<file path="src/rtl/rom_load_sequencer_pkg.sv">
// Shared constants, types and helpers for the iNES ROM load sequencer.
// Holds iNES magic bytes, header field offsets, flag bit positions, state and fail encodings.
// Also holds the PRG/CHR unit shift amounts and the length helpers built from them.
package rom_load_sequencer_pkg;

    // Byte counter width; large enough for any PRG or CHR region length.
    localparam int CNT_W = 22;

    // iNES header layout.
    localparam int HDR_LEN    = 16;
    localparam int OFS_PRG    = 4;
    localparam int OFS_CHR    = 5;
    localparam int OFS_FLAGS6 = 6;
    localparam int OFS_FLAGS7 = 7;

    localparam logic [7:0] INES_MAGIC0 = 8'h4E;  // 'N'
    localparam logic [7:0] INES_MAGIC1 = 8'h45;  // 'E'
    localparam logic [7:0] INES_MAGIC2 = 8'h53;  // 'S'
    localparam logic [7:0] INES_MAGIC3 = 8'h1A;  // EOF

    // Flags 6 bit positions.
    localparam int FLAG6_MIRROR  = 0;
    localparam int FLAG6_BATTERY = 1;
    localparam int FLAG6_TRAINER = 2;

    localparam int TRAIN_LEN = 512;

    // PRG is counted in 16 KB units, CHR in 8 KB units.
    localparam int PRG_SHIFT = 14;
    localparam int CHR_SHIFT = 13;

    typedef enum logic [2:0] {
        ST_IDLE  = 3'd0,
        ST_HDR   = 3'd1,
        ST_TRAIN = 3'd2,
        ST_PRG   = 3'd3,
        ST_CHR   = 3'd4,
        ST_DONE  = 3'd5,
        ST_FAIL  = 3'd6
    } state_t;

    typedef enum logic [1:0] {
        FAIL_MAGIC    = 2'd0,
        FAIL_PRG_SIZE = 2'd1,
        FAIL_OVERFLOW = 2'd2
    } fail_code_t;

    function automatic logic [7:0] ines_magic(input logic [1:0] idx);
        logic [7:0] b;
        case (idx)
            2'd0:    b = INES_MAGIC0;
            2'd1:    b = INES_MAGIC1;
            2'd2:    b = INES_MAGIC2;
            default: b = INES_MAGIC3;
        endcase
        return b;
    endfunction

    // Region lengths in bytes; 8-bit unit counts can never overflow CNT_W.
    function automatic logic [CNT_W-1:0] prg_bytes(input logic [7:0] units);
        return CNT_W'({units, {PRG_SHIFT{1'b0}}});
    endfunction

    function automatic logic [CNT_W-1:0] chr_bytes(input logic [7:0] units);
        return CNT_W'({units, {CHR_SHIFT{1'b0}}});
    endfunction

endpackage

</file>
<file path="src/rtl/rom_byte_fifo.sv">
// Byte FIFO between the ROM stream and the memory write port, registered full/empty flags.
// Latency: a pushed byte is visible on pop_data the cycle after the push (combinational read of head).
// Backpressure: none upstream; a push while full is dropped unless a pop happens the same cycle.
//
// Ports: clk/resetn (async active-low); flush empties the FIFO synchronously and, if push is
// also high, leaves exactly that byte at the head; push/push_data write side; pop/pop_data read
// side (pop on empty is ignored); full/empty status.
module rom_byte_fifo #(
    parameter int DEPTH = 16,
    parameter int WIDTH = 8
) (
    input  logic             clk,
    input  logic             resetn,
    input  logic             flush,
    input  logic             push,
    input  logic [WIDTH-1:0] push_data,
    input  logic             pop,
    output logic [WIDTH-1:0] pop_data,
    output logic             full,
    output logic             empty
);

    localparam int AW = $clog2(DEPTH);

    logic [WIDTH-1:0] mem [DEPTH];
    logic [AW-1:0]    wr_ptr;
    logic [AW-1:0]    rd_ptr;
    logic [AW:0]      count;
    logic [AW:0]      count_nxt;
    logic             do_push;
    logic             do_pop;

    assign do_pop  = pop && !empty;
    // A full FIFO still accepts a byte when the head leaves in the same cycle.
    assign do_push = push && (!full || do_pop);

    always_comb begin
        count_nxt = count;
        if (flush) begin
            count_nxt = push ? (AW+1)'(1) : '0;
        end else if (do_push && !do_pop) begin
            count_nxt = count + (AW+1)'(1);
        end else if (do_pop && !do_push) begin
            count_nxt = count - (AW+1)'(1);
        end
    end

    always_ff @(posedge clk or negedge resetn) begin
        if (!resetn) begin
            wr_ptr <= '0;
            rd_ptr <= '0;
            count  <= '0;
            full   <= 1'b0;
            empty  <= 1'b1;
        end else begin
            count <= count_nxt;
            full  <= (count_nxt == (AW+1)'(DEPTH));
            empty <= (count_nxt == '0);
            if (flush) begin
                rd_ptr <= '0;
                wr_ptr <= push ? AW'(1) : '0;
            end else begin
                if (do_push) begin
                    wr_ptr <= wr_ptr + AW'(1);
                end
                if (do_pop) begin
                    rd_ptr <= rd_ptr + AW'(1);
                end
            end
        end
    end

    // Storage carries no reset; only pointers and flags define validity.
    always_ff @(posedge clk) begin
        if (flush && push) begin
            mem[0] <= push_data;
        end else if (!flush && do_push) begin
            mem[wr_ptr] <= push_data;
        end
    end

    assign pop_data = mem[rd_ptr];

endmodule

</file>
<file path="src/rtl/rom_load_sequencer.sv">
// Parses an iNES image from the SD loader byte stream and writes PRG/CHR bytes to memory.
// Latency: one cycle from FIFO pop to mem_req; with mem_ack held high, one write per cycle.
// Backpressure: the stream cannot be stalled; a FIFO overflow aborts the load with fail_code 2.
//
// Ports: clk, resetn (async active-low); load_start restarts from any state; din/din_valid is
// the ROM byte stream; mem_req/mem_addr/mem_data/mem_ack is the held-until-ack write port;
// mapper/prg_units/chr_units/mirroring/battery are header fields; busy/done/fail/fail_code status.
module rom_load_sequencer
    import rom_load_sequencer_pkg::*;
#(
    parameter int                FIFO_DEPTH = 16,
    parameter int                ADDR_W     = 22,
    parameter logic [ADDR_W-1:0] CHR_BASE   = 'h200000
) (
    input  logic              clk,
    input  logic              resetn,
    input  logic              load_start,
    input  logic [7:0]        din,
    input  logic              din_valid,
    output logic              mem_req,
    output logic [ADDR_W-1:0] mem_addr,
    output logic [7:0]        mem_data,
    input  logic              mem_ack,
    output logic [7:0]        mapper,
    output logic [7:0]        prg_units,
    output logic [7:0]        chr_units,
    output logic              mirroring,
    output logic              battery,
    output logic              busy,
    output logic              done,
    output logic              fail,
    output logic [1:0]        fail_code
);

    localparam logic [CNT_W-1:0] CHR_BASE_CNT = CNT_W'(CHR_BASE);

    state_t           state;
    state_t           state_nxt;
    fail_code_t       fail_code_q;
    fail_code_t       fail_code_nxt;
    logic [CNT_W-1:0] cnt;

    logic [3:0]       map_lo;
    logic [3:0]       map_hi;
    logic             trainer;

    logic             fifo_flush;
    logic             fifo_push;
    logic             fifo_pop;
    logic [7:0]       fifo_dout;
    logic             fifo_full;
    logic             fifo_empty;

    logic             in_load;
    logic             in_write;
    logic             write_slot;
    logic             overflow;
    logic             write_done;
    logic [CNT_W-1:0] prg_len;
    logic [CNT_W-1:0] chr_len;
    logic [CNT_W-1:0] region_len;
    logic [ADDR_W-1:0] region_base;

    assign in_load  = state inside {ST_HDR, ST_TRAIN, ST_PRG, ST_CHR};
    assign in_write = state inside {ST_PRG, ST_CHR};

    assign prg_len     = prg_bytes(prg_units);
    assign chr_len     = chr_bytes(chr_units);
    assign region_len  = (state == ST_CHR) ? chr_len : prg_len;
    assign region_base = (state == ST_CHR) ? CHR_BASE : '0;

    // load_start may carry header byte 0 in the same cycle; the flush keeps just that byte.
    assign fifo_push  = din_valid && (in_load || load_start);
    // The write register can take a new byte when empty or being drained this cycle.
    assign write_slot = !mem_req || mem_ack;

    rom_byte_fifo #(
        .DEPTH (FIFO_DEPTH),
        .WIDTH (8)
    ) u_fifo (
        .clk       (clk),
        .resetn    (resetn),
        .flush     (fifo_flush),
        .push      (fifo_push),
        .push_data (din),
        .pop       (fifo_pop),
        .pop_data  (fifo_dout),
        .full      (fifo_full),
        .empty     (fifo_empty)
    );

    always_ff @(posedge clk or negedge resetn) begin
        if (!resetn) begin
            state <= ST_IDLE;
        end else begin
            state <= state_nxt;
        end
    end

    always_comb begin
        state_nxt     = state;
        fail_code_nxt = fail_code_q;
        fifo_pop      = 1'b0;
        fifo_flush    = 1'b0;
        overflow      = 1'b0;
        write_done    = 1'b0;

        case (state)
            ST_HDR, ST_TRAIN: fifo_pop = !fifo_empty;
            // Bytes beyond the current region stay queued for the next region.
            ST_PRG, ST_CHR:   fifo_pop = !fifo_empty && (cnt < region_len) && write_slot;
            default:          fifo_pop = 1'b0;
        endcase

        overflow   = in_load && fifo_push && fifo_full && !fifo_pop;
        // Once every byte of the region is issued, the outstanding request is the last one.
        write_done = in_write && mem_req && mem_ack && (cnt == region_len);

        if (load_start) begin
            state_nxt  = ST_HDR;
            fifo_flush = 1'b1;
            fifo_pop   = 1'b0;
        end else begin
            case (state)
                ST_HDR: begin
                    if (overflow) begin
                        state_nxt     = ST_FAIL;
                        fail_code_nxt = FAIL_OVERFLOW;
                    end else if (fifo_pop) begin
                        if (cnt < CNT_W'(4) && fifo_dout != ines_magic(cnt[1:0])) begin
                            state_nxt     = ST_FAIL;
                            fail_code_nxt = FAIL_MAGIC;
                        end else if (cnt == CNT_W'(HDR_LEN - 1)) begin
                            if (prg_units == 8'd0 || prg_len > CHR_BASE_CNT) begin
                                state_nxt     = ST_FAIL;
                                fail_code_nxt = FAIL_PRG_SIZE;
                            end else if (trainer) begin
                                state_nxt = ST_TRAIN;
                            end else begin
                                state_nxt = ST_PRG;
                            end
                        end
                    end
                end
                ST_TRAIN: begin
                    if (overflow) begin
                        state_nxt     = ST_FAIL;
                        fail_code_nxt = FAIL_OVERFLOW;
                    end else if (fifo_pop && cnt == CNT_W'(TRAIN_LEN - 1)) begin
                        state_nxt = ST_PRG;
                    end
                end
                ST_PRG: begin
                    if (overflow) begin
                        state_nxt     = ST_FAIL;
                        fail_code_nxt = FAIL_OVERFLOW;
                    end else if (write_done) begin
                        state_nxt = (chr_units != 8'd0) ? ST_CHR : ST_DONE;
                    end
                end
                ST_CHR: begin
                    if (overflow) begin
                        state_nxt     = ST_FAIL;
                        fail_code_nxt = FAIL_OVERFLOW;
                    end else if (write_done) begin
                        state_nxt = ST_DONE;
                    end
                end
                default: begin
                    // IDLE, DONE, FAIL: nothing in flight, trailing stream bytes are discarded.
                    fifo_flush = 1'b1;
                end
            endcase
        end
    end

    always_ff @(posedge clk or negedge resetn) begin
        if (!resetn) begin
            cnt         <= '0;
            mem_req     <= 1'b0;
            mem_addr    <= '0;
            mem_data    <= '0;
            prg_units   <= '0;
            chr_units   <= '0;
            map_lo      <= '0;
            map_hi      <= '0;
            mirroring   <= 1'b0;
            battery     <= 1'b0;
            trainer     <= 1'b0;
            fail_code_q <= FAIL_MAGIC;
        end else if (load_start) begin
            cnt         <= '0;
            mem_req     <= 1'b0;
            mem_addr    <= '0;
            mem_data    <= '0;
            prg_units   <= '0;
            chr_units   <= '0;
            map_lo      <= '0;
            map_hi      <= '0;
            mirroring   <= 1'b0;
            battery     <= 1'b0;
            trainer     <= 1'b0;
            fail_code_q <= FAIL_MAGIC;
        end else begin
            // The counter is per-phase: header index, trainer index, then bytes issued.
            if (state_nxt != state) begin
                cnt <= '0;
            end else if (fifo_pop) begin
                cnt <= cnt + CNT_W'(1);
            end

            if (state == ST_HDR && fifo_pop) begin
                case (cnt[3:0])
                    4'(OFS_PRG): prg_units <= fifo_dout;
                    4'(OFS_CHR): chr_units <= fifo_dout;
                    4'(OFS_FLAGS6): begin
                        map_lo    <= fifo_dout[7:4];
                        trainer   <= fifo_dout[FLAG6_TRAINER];
                        battery   <= fifo_dout[FLAG6_BATTERY];
                        mirroring <= fifo_dout[FLAG6_MIRROR];
                    end
                    4'(OFS_FLAGS7): map_hi <= fifo_dout[7:4];
                    default: ;
                endcase
            end

            if (state_nxt == ST_DONE || state_nxt == ST_FAIL) begin
                mem_req <= 1'b0;
            end else if (fifo_pop && in_write) begin
                mem_req  <= 1'b1;
                mem_addr <= region_base + ADDR_W'(cnt);
                mem_data <= fifo_dout;
            end else if (mem_ack) begin
                mem_req <= 1'b0;
            end

            if (state_nxt == ST_FAIL && state != ST_FAIL) begin
                fail_code_q <= fail_code_nxt;
            end
        end
    end

    assign mapper    = {map_hi, map_lo};
    assign busy      = in_load;
    assign done      = (state == ST_DONE);
    assign fail      = (state == ST_FAIL);
    assign fail_code = fail_code_q;

endmodule

</file>
<file path="config.mk">
export PLATFORM = sky130hd
export DESIGN_NAME = rom_load_sequencer
export DESIGN_NICKNAME = d
export VERILOG_FILES = /design/src/rtl/rom_load_sequencer_pkg.sv /design/src/rtl/rom_byte_fifo.sv /design/src/rtl/rom_load_sequencer.sv
export SDC_FILE = /design/constraint.sdc
export NUM_CORES = 1
export LEC_CHECK = 0
export ABC_AREA = 1
export CORE_ASPECT_RATIO = 0.5
export CORE_UTILIZATION = 59
export DETAILED_ROUTE_END_ITERATION = 7
export GPL_TIMING_DRIVEN = 0
export PLACE_DENSITY = 0.8
export SLEW_MARGIN = 10
export SYNTH_ARGS = -nofsm -noshare
export SYNTH_HDL_FRONTEND = slang
export SYNTH_HIERARCHICAL = 1
export SYNTH_SLANG_ARGS = --single-unit
</file>
<file path="constraint.sdc">
create_clock -name clk -period 5.6 [get_ports clk]
set_clock_uncertainty 0.1 [all_clocks]
set_input_delay 0.56 -clock clk [delete_from_list [all_inputs] [get_ports clk]]
set_output_delay 0.56 -clock clk [all_outputs]
set_load 0.05 [all_outputs]
</file>
==> impl_results.md <==
* Clk buf depth at 3
* Worst setup startpoint: state[1]
* Post-CTS Setup Inserts at 0
* Drt drc at 0
* CP arrival at 5.13 ns
* Die height at slightly below 100 µm
* Core Region at 17800 µm²
* DIE WIDTH at 196 µm
* Final hold vios at 0
* Unrepaired setup endpoints after global routing: no
* Setup TNS Final at 0 ns
* I/O pin count at 75
* Sequential share of power at 35.7%
* Ys async rst share at 43.9%
* Logic pwr share at 38.9%
* Mapped Cells at approximately 1100
* WS Path Type: flip-flop to flip-flop
* Worst r2r src: state[1]
* Iter 0 DRT Violations at 1104
* Antenna violations before repair at 0
* Outcome: complete, no violations
* Cells after DPL at 1457
* Fin cells at 1493
* Final core occ at 71.9%
* Pint at around 0.0035 W
* CTS Hold Buffers Added at 0
* Max Fclk at 197 MHz
* Reg clk slew, reported paths at 0.07 ns
* FILL cells at ~1300
* Post-DP Area at ~12000 µm²
* CP endpoint kind: flip-flop
* GP Congestion at 0.953
* Total grt overflow at 0
* Post-DP HPWL at 20100 µm
* Clock Tree Root: clkbuf_16
* Sequential fraction of the synthesis area at 57.4%
* Yosys cell types at 48
* Startpoint types: flip-flop
* Cell taking the most area after synthesis: edfxtp_1
* Vias post-DR at 9022
* Crit-path max FO at 11
* Net Sw Power at 0.00238 W
* Area of the die at between 15000 and 20000 µm²
* Leading post-synthesis cells by cell area: edfxtp_1, dfrtp_1, nand2_1
* DRT Pass-1 Iters at 5
* Ys Warns at 6
* First-pass GRT wire length at around 46000 µm
* CTS Buf Count at 20
* Worst path required time at 5.65 ns
* CTS H-tree lvls at 1
* CTS tree: built
* Synth Flop Type: edfxtp_1
* Number of flops mapped to enable cells by yosys at 128
* Final net count at 1275
* Row count at 34
* Antenna-violating nets left at 0
* Hold WC Path Type: input pin to async pin
* Area share of the largest cell type after synthesis at 34.8%
* Tmin final at just over 5 ns
* CTS resizes at 0
* Drt via density at 6.04
* Clk_lat worst skew at approximately 0.52 ns
* PwrDens at 460 nW/µm²
* Leakage at 5.31 nW
* Largest net degree at the start of global routing at 61
* Max_cap viols at 0
* Switching share of power at 40.5%
* Worst-margin pin slew at 0.963 ns
* Initial core utilization at 62.0%
* Slew HR at about 36%
* Post-Syn Area at 11100 µm²
* Crit share post-route at 90.8%
* ANT cells at 0
* Synthesized flop and latch total at between 200 and 250
* IO Port Bufs at 74
* Power Total at 0.00590 W
* Max Slew Vio Count at 0
* Clock sinks at 228
* Clk pwr share at about 25%
* Worst VDD drop at 0.000317 V
* Share of post-route cells with drive strength above 1 at 11.0%
* Final setup viols at 0
* Finished layout cell area at between 10000 and 15000 µm²
* Vias in the first global route at 8748
* Area Growth Syn to Fin at 16.0%
* Routed length per placed instance at roughly 19 µm
* Syn Area/Cell at 9.63 µm²
* Post-Syn Nets at roughly 1200
* GRT Resource Usage Total at 30.9%
* Post-Route WL at 29000 µm
## routing by layer
| metal | vias to the layer above | wire length (µm) | track usage, % |
|---|---|---|---|
| met4 | 0 | 980 | 11.3 |
| met5 | - | 0 | 0 |
| met1 | 4267 | 11800 | 43.2 |
| met3 | 87 | 2870 | 4.28 |
| li1 | 4129 | - | - |
| met2 | 539 | 13300 | 50.0 |
## path summary, 6_finish.rpt
check                                     to  slack, ns  cells after the start
min in group clk                mem_addr[11]       0.38                      2
min reg2reg                     mem_addr[11]       0.38                      2
max                        u_fifo/mem[13][1]       0.52                     24
min                                map_hi[3]       0.02                      1
max reg2reg                u_fifo/mem[13][1]       0.52                     24
max in group asynchronous        mem_addr[9]       4.67                      2
## Yosys cell counts, types with 9 or more instances
cell / number
xor2_1: 14
o221ai_1: 27
nand2_2: 20
edfxtp_1: 128
ha_1: 17
clkbuf_1: 26
inv_2: 11
nand2_1: 216
inv_1: 92
o21ai_0: 100
a21oi_1: 20
nand3_1: 59
buf_6: 9
o21ai_2: 19
dfrtp_1: 99
nor2_1: 133
nand4_1: 37
o21ai_1: 25
buf_2: 15
nor3_1: 18
## final cells by class
type / instances / area (µm²) / share of cell area, %
Multi-Input combinational cell: 761 / 4000 / 31.2
Sequential cell: 228 / 6350 / 49.5
Timing Repair Buffer: 75 / 758 / 5.91
Tap cell: 234 / 293 / 2.28
Clock buffer: 24 / 526 / 4.10
Buffer: 55 / 327 / 2.55
Inverter: 104 / 390 / 3.04
Clock inverter: 12 / 188 / 1.46
## critical path: stages (launching register included)
cell	delay, ns
dfrtp_1	0.38
buf_6	0.14
nor2_4	0.17
nand2_4	0.12
clkbuf_1	0.21
o21ai_0	0.23
ha_1	0.27
nand2_1	0.08
inv_1	0.04
a21oi_1	0.14
nand2_1	0.07
nand2_1	0.07
nand2_2	0.09
nand2_2	0.10
nand2_4	0.07
nor2_1	0.19
clkbuf_1	0.51
inv_2	0.09
nor2_4	0.19
o21ai_2	0.13
nor2_4	0.23
nand2_1	0.10
inv_1	0.09
nand2_1	0.16
nor2_1	0.71
## flip-flops by register name, summed over array words and instances, names as in the netlist
register	count
mem_addr	22
battery	1
u_fifo/wr_ptr	4
cnt	22
mirroring	1
map_hi	4
u_fifo/empty	1
trainer	1
fail_code	2
prg_units	8
u_fifo/count	5
chr_units	8
u_fifo/mem	128
mem_req	1
u_fifo/rd_ptr	4
u_fifo/full	1
state	3
map_lo	4
mem_data	8
## power groups by stage
| stage | Clock [W] | Sequential [W] | Combinational (W) |
|---|---|---|---|
| after global placement | 0 | 0.00213 | 0.00220 |
| after CTS | 0.00151 | 0.00210 | 0.00227 |
| final | 0.00150 | 0.00210 | 0.00229 |
| after global routing | 0.00158 | 0.00212 | 0.00248 |
| after detailed placement | 0 | 0.00213 | 0.00226 |
| after floorplan | 0 | 0.00247 | 0.00120 |
## through the flow
step / hold slack (ns) / setup WS [ns]
after floorplan: 0.164 / 1.67
after global placement: 0.366 / 0.180
after detailed placement: 0.369 / 0.688
after CTS: 0.0400 / 0.642
after global routing: 0.0851 / 0.242
final: 0.0245 / 0.515
## cell usage in the layout (no fill, tap or decap), types with 2 or more instances in the layout
master	synthesis	routed
clkbuf_1	26	29
nand4_1	37	37
nor2_2	5	5
nand2_2	20	20
xor2_1	14	14
nand3_2	3	3
clkdlybuf4s50_1	0	73
clkinv_2	0	5
o21ai_1	25	25
xnor2_1	4	4
nor3_2	2	3
nor3_1	18	17
nand2_1	216	216
clkbuf_16	0	20
dfrtp_1	99	99
o211ai_1	6	6
nor2_1	133	133
buf_8	2	2
buf_4	3	4
buf_6	9	9
inv_2	11	11
nor2_4	7	7
bufinv_16	0	4
nand2_4	3	3
clkinv_1	1	2
mux2i_1	2	2
a21oi_1	20	20
o22ai_1	7	7
o221ai_1	27	27
inv_1	92	92
buf_2	15	15
o21a_1	3	3
nand3_1	59	59
o21ai_0	100	100
ha_1	17	17
edfxtp_1	128	128
o21ai_2	19	19
## cell families (layout without fill, tap and decap cells)
group / count (synthesis) / after routing / share of synthesized area [%]
flops: 228 / 228 / 57.4
xor+xnor: 18 / 18 / 1.43
compound gates: 214 / 214 / 11.7
mux: 2 / 2 / 0.181
buf+inv: 159 / 270 / 6.49
fa+ha+maj: 17 / 17 / 1.92
simple gates: 510 / 510 / 20.8
No activity file was read; power rests on OpenSTA's default activity.
